===== config.mk =====
export PLATFORM = sky130hd
export DESIGN_NAME = phy_reg_free_list
export DESIGN_NICKNAME = d
export VERILOG_FILES = /design/src/rtl/phy_reg_free_list.sv
export SDC_FILE = /design/constraint.sdc
export NUM_CORES = 1
export LEC_CHECK = 0
export CAP_MARGIN = 20
export CORE_MARGIN = 1
export CORE_UTILIZATION = 57
export DETAILED_ROUTE_END_ITERATION = 10
export PLACE_DENSITY = 0.84
export SYNTH_ARGS = -nofsm -noshare
export SYNTH_HDL_FRONTEND = slang
export SYNTH_SLANG_ARGS = --single-unit

===== constraint.sdc =====
create_clock -name clk -period 4 [get_ports clk]
set_clock_uncertainty 0.2 [all_clocks]
set_input_delay 0.8 -clock clk [delete_from_list [all_inputs] [get_ports clk]]
set_output_delay 0.8 -clock clk [all_outputs]
set_load 0.02 [all_outputs]

===== src/rtl/phy_reg_free_list.sv =====
// Physical register free list: a circular FIFO of free pregs, allocated by rename
// and refilled by commit, with a committed head used to roll back on flush.
`ifndef DECODE_WIDTH
`define DECODE_WIDTH 2
`endif
`ifndef COMMIT_WIDTH
`define COMMIT_WIDTH 2
`endif

module phy_reg_free_list #(
  parameter int PHY_REG_NUM  = 64,
  parameter int ARCH_REG_NUM = 32,
  localparam int DW       = `DECODE_WIDTH,
  localparam int CW       = `COMMIT_WIDTH,
  localparam int FL_DEPTH = PHY_REG_NUM - ARCH_REG_NUM,
  localparam int PW       = $clog2(PHY_REG_NUM),
  localparam int FW       = $clog2(FL_DEPTH),
  localparam int PTRW     = FW + 1
) (
  input  logic                   clk,
  input  logic                   rst,
  input  logic                   alloc_valid_i,
  input  logic [DW-1:0]          alloc_req_i,
  output logic                   alloc_ready_o,
  output logic [DW-1:0][PW-1:0]  preg_o,
  input  logic [CW-1:0]          commit_i,
  input  logic [CW-1:0][PW-1:0]  commit_ppdst_i,
  input  logic                   restore_i,
  output logic [PTRW-1:0]        free_cnt_o
);

  logic [PW-1:0]   fifo [FL_DEPTH];
  logic [PTRW-1:0] head;
  logic [PTRW-1:0] arch_head;
  logic [PTRW-1:0] tail;

  logic [PTRW-1:0] alloc_cnt;
  logic [PTRW-1:0] commit_cnt;
  logic [FW-1:0]   alloc_idx;
  logic [FW-1:0]   commit_idx [CW];
  logic            alloc_fire;

  // Count comes from registered pointers only, so pregs released this cycle
  // are not visible to allocation until the next one.
  assign free_cnt_o = tail - head;

  always_comb begin
    alloc_cnt = '0;
    alloc_idx = '0;
    for (int unsigned i = 0; i < DW; i++) begin
      alloc_idx = head[FW-1:0] + alloc_cnt[FW-1:0];
      preg_o[i] = alloc_req_i[i] ? fifo[alloc_idx] : '0;
      alloc_cnt = alloc_cnt + PTRW'(alloc_req_i[i]);
    end
  end

  always_comb begin
    commit_cnt = '0;
    for (int unsigned k = 0; k < CW; k++) begin
      commit_idx[k] = tail[FW-1:0] + commit_cnt[FW-1:0];
      commit_cnt    = commit_cnt + PTRW'(commit_i[k]);
    end
  end

  assign alloc_ready_o = !restore_i && (free_cnt_o >= alloc_cnt);
  assign alloc_fire    = alloc_valid_i && alloc_ready_o;

  always_ff @(posedge clk) begin
    if (rst) begin
      head      <= '0;
      arch_head <= '0;
      tail      <= PTRW'(FL_DEPTH);
      for (int unsigned k = 0; k < FL_DEPTH; k++) begin
        fifo[k] <= PW'(ARCH_REG_NUM + k);
      end
    end else begin
      for (int unsigned k = 0; k < CW; k++) begin
        if (commit_i[k]) fifo[commit_idx[k]] <= commit_ppdst_i[k];
      end
      tail      <= tail + commit_cnt;
      arch_head <= arch_head + commit_cnt;
      // Rollback target includes this cycle's commits so it matches the new arch_head.
      if (restore_i)       head <= arch_head + commit_cnt;
      else if (alloc_fire) head <= head + alloc_cnt;
    end
  end

  free_list_no_overflow: assert property (@(posedge clk) disable iff (rst)
    int'(free_cnt_o) + int'(commit_cnt)
      <= FL_DEPTH + (alloc_fire ? int'(alloc_cnt) : 0));

endmodule


==> summary.md <==
| Metric | Value |
|---|---|
| Outcome | `finished clean` |
| Share of layout cells above drive strength 1 | `22.94%` |
| TritonCTS clock tree | `yes` |
| Met1 Resource Use GR | `55.53%` |
| R2R Path Start | `head[0]$_SDFFE_PP0P_` |
| Max_cap viols | `0` |
| Crit path DAT | `2.98 ns` |
| Worst-Margin Slew | `0.8060 ns` |
| Largest net degree at the start of global routing | `56` |
| Die Area | `0.02470 mm^2` |
| Total power | `0.006887 W` |
| CP max FO | `6` |
| Startpoint Class | `register` |
| Synth Cell Area | `0.01373 mm^2` |
| Buffers on Ports | `38` |
| Final #Nets | `1314` |
| Hold_buf cts | `0` |
| Final Slew Violations | `0` |
| Main combinational cell family by area after synthesis | `multiplexers` |
| Vias in the first global route | `10.85k` |
| Final std cells w/o fill | `1605` |
| WP buf/inv | `3` |
| # IOs | `39` |
| Final WL | `48810 um` |
| FMAX | `0.2512 GHz` |
| Simple-gate share of the synthesized area | `15.48%` |
| Synthesized net count | `1249` |
| Setup TNS | `0 ns` |
| DP Wirelength | `34600 um` |
| Avg Cell Area, Syn | `11.38 um^2` |
| CP max stage cell | `mux4_2` |
| Req. time, crit path | `3.00 ns` |
| Setup WS post-layout | `0.01885 ns` |
| CP endpoint kind | `primary output` |
| Area grow syn2layout | `15.65%` |
| Placed cells | `1552` |
| Core Footprint | `0.02354 mm^2` |
| Clk sinks | `215` |
| Area leader, netlist | `edfxtp_1` |
| Routed Antenna Nets | `0` |
| Cell mode on critical path | `mux4_2` |
| Pre-CTS setup slack | `-0.8078 ns` |
| Period Utilization, post-route | `99.53%` |
| Worst hold path type | `register to register` |
| Htree depth | `1` |
| Seq/Total Area, Yosys | `45.36%` |
| Fin. Hold Viols | `0` |
| Most used routing layer | `met2` |
| Synth Instances | `1206` |
| Core Util, Final | `67.43%` |
| GRT Overall Usage | `40.60%` |
| Compound-gate portion of the synthesized area | `10.39%` |
| Initial antenna violation count | `2` |
| Vert. Die Dim | `157.2 um` |
| Clock-pin slew on the worst setup and hold paths | `0.06 ns` |
| Initial Util | `58.30%` |
| Largest buffer count on any clock path | `3` |
| Row count | `56` |
| CTS Buf Count | `25` |
| Register area | `0.006235 mm^2` |
| Drt wl/cell | `30.41 um` |
| DR DRC count | `0` |
| RSZ-0062 raised after global routing | `yes` |
| Pleak | `5.004 nW` |
| Synth Flop Type | `edfxtp_1` |
| CTS Root Cell | `clkbuf_16` |
| HP Start | `arch_head[5]$_SDFF_PP0_` |
| Tmin final | `3.981 ns` |
| Ys Warns | `0` |
| Met2 Use GR | `58.30%` |
| Top cell type's share of synthesized area | `42.01%` |
| Global-route wire length before repair | `71040 um` |
| Synthesis-stage register bit count | `215` |
| Post-synthesis mux area share | `21.08%` |
| Slew headroom | `45.93%` |
| Post-synth ARST share | `0%` |
| Pwr per Cell Area | `433.8 mW/mm^2` |
| Gpl congestion | `1.056` |
| Critical path origin | `head[0]$_SDFFE_PP0P_` |
| CP Class | `register to primary output` |
| Vias post-DR | `11.73k` |
| Maximum VDD drop | `0.3353 mV` |
| First-pass DRT Iterations | `7` |
| Top delay family on crit path | `multiplexers` |
| Main area contributors after synthesis | `edfxtp_1, mux4_2, nor2_1` |
| Number of vias per cell | `7.311` |
| Initial drt markers | `2221` |
| Synth unique cells | `64` |
| Cell Chain, Critical Path | `ha_4 -> buf_6 -> buf_8 -> mux4_2 -> mux4_2 -> mux2i_2 -> nor2b_1 -> buf_4` |
| Final setup viols | `0` |
| Number of diodes | `0` |
| Filler cells | `1656` |
| Synth Area in Adders | `2.315%` |
| Global route total overflow | `0` |
| Multi-input logic area | `0.006929 mm^2` |
| Worst skew pair latency | `0.55 ns` |
| Synth Area in XOR/XNOR | `0.9480%` |
| Max incr delay on CP | `0.51 ns` |
| Die X | `157.2 um` |
| Grt met3 use | `13.88%` |
| EDFF count, synth | `192` |
-- per-layer routing --
metal  part of all wire [%]  routed length, um
met5                  0.051                 25
met3                     17               8146
met1                     35              17040
met4                    6.2               3044
met2                     42              20560
-- layout make-up --
type                    count  area share [%]
flip-flops and latches    215           39.28
well taps                 319           2.514
repair buffers            144           8.497
clock buffers              29           4.099
clock inverters            13           1.293
inverters                  28          0.6700
multi-input cells         857           43.65
-- cell families after synthesis --
logic type,Yosys count
muxes,132
DFF,215
xor gates and xnor gates,14
buffers and inverters,134
AOI/OAI and AO/OA,240
and+or+nand+nor,448
adders and majority gates,23
-- through the flow --
step                      hold WS [ns]  area (um^2)
after global routing            0.3520        15870
after detailed placement        0.3201        14810
after CTS                       0.3437        15850
after floorplan                 0.2729        13730
final                           0.3272        15870
after global placement          0.2934        14810
-- what timing repair did --
item,4_1_cts,5_1_grt
pin swaps,1,1
resized for setup,65,20
setup buffers,6,3
gates cloned,3,1
endpoints found under the setup margin,15,12
-- path summary, 6_finish.rpt --
path                        endpoint  slack (ns)  depth (start not counted)
max                        preg_o[8]        0.02                          8
min          arch_head[5]$_SDFF_PP0_        0.33                          2
max reg2reg     head[4]$_SDFFE_PP0P_        0.75                         13
min reg2reg  arch_head[5]$_SDFF_PP0_        0.33                          2
-- cells in the final DEF (no fill, tap or decap), types with 9 or more instances in the layout --
cell type        synthesis  routed
buf_4                    1      91
clkdlybuf4s50_1          0      21
inv_1                   20      20
o21ai_1                 18      18
nor2_1                 156     156
dfxtp_1                 23      18
edfxtp_1               192     192
nand2_1                 87      87
o31ai_1                 23      23
nand3_1                 74      74
a31oi_1                 52      52
mux4_1                  19      10
ha_1                    19      17
nor2b_1                 23      23
nand2b_1                 9       9
a21oi_1                 70      70
o21ai_0                 50      50
mux4_2                 101     110
nor3_1                  43      43
clkbuf_16                0      26
buf_12                   0       9
-- synthesized netlist by cell type, types with 3 or more instances --
cell type	count
a31oi_1	52
xor2_1	6
fa_1	4
or3_1	7
dfxtp_1	23
nor2b_1	23
buf_1	8
or3b_1	8
o31ai_1	23
o21ai_0	50
and3_1	3
o221ai_1	4
edfxtp_1	192
nand3_1	74
xnor2_1	7
nor3b_2	3
clkinv_1	6
nor3_1	43
mux4_2	101
buf_2	31
nand3b_1	4
buf_6	5
a21oi_1	70
nand2b_1	9
clkbuf_1	59
o21ai_1	18
nor3b_1	4
and3b_1	3
ha_1	19
nor2_1	156
nand4_1	5
nand2_1	87
mux4_1	19
and2_1	5
inv_1	20
mux2i_1	12
nor4_1	8
-- flip-flops by register name, summed over array words and instances, names as in the netlist, named ones only --
| register | cells |
|---|---|
| fifo | 192 |
| head | 6 |
| tail | 6 |
| arch_head | 6 |
-- power breakdown --
part / switching [W] / internal [W] / leakage (nW)
Sequential: 0.0000832 / 0.00252 / 1.79
Clock: 0.000989 / 0.00144 / 0.410
Combinational: 0.000989 / 0.000867 / 2.80
Total: 0.00206 / 0.00483 / 5.00
-- worst register-to-register path, stage by stage (launching register included) --
cell,delay [ns]
dfxtp_2,0.34
buf_4,0.15
ha_1,0.22
fa_1,0.48
inv_1,0.06
ha_1,0.28
a211oi_2,0.21
nor3b_2,0.23
buf_4,0.14
buf_4,0.10
buf_4,0.12
nand2_1,0.06
buf_4,0.17
a2111oi_0,0.37
Power figures use the tool's default switching activity.
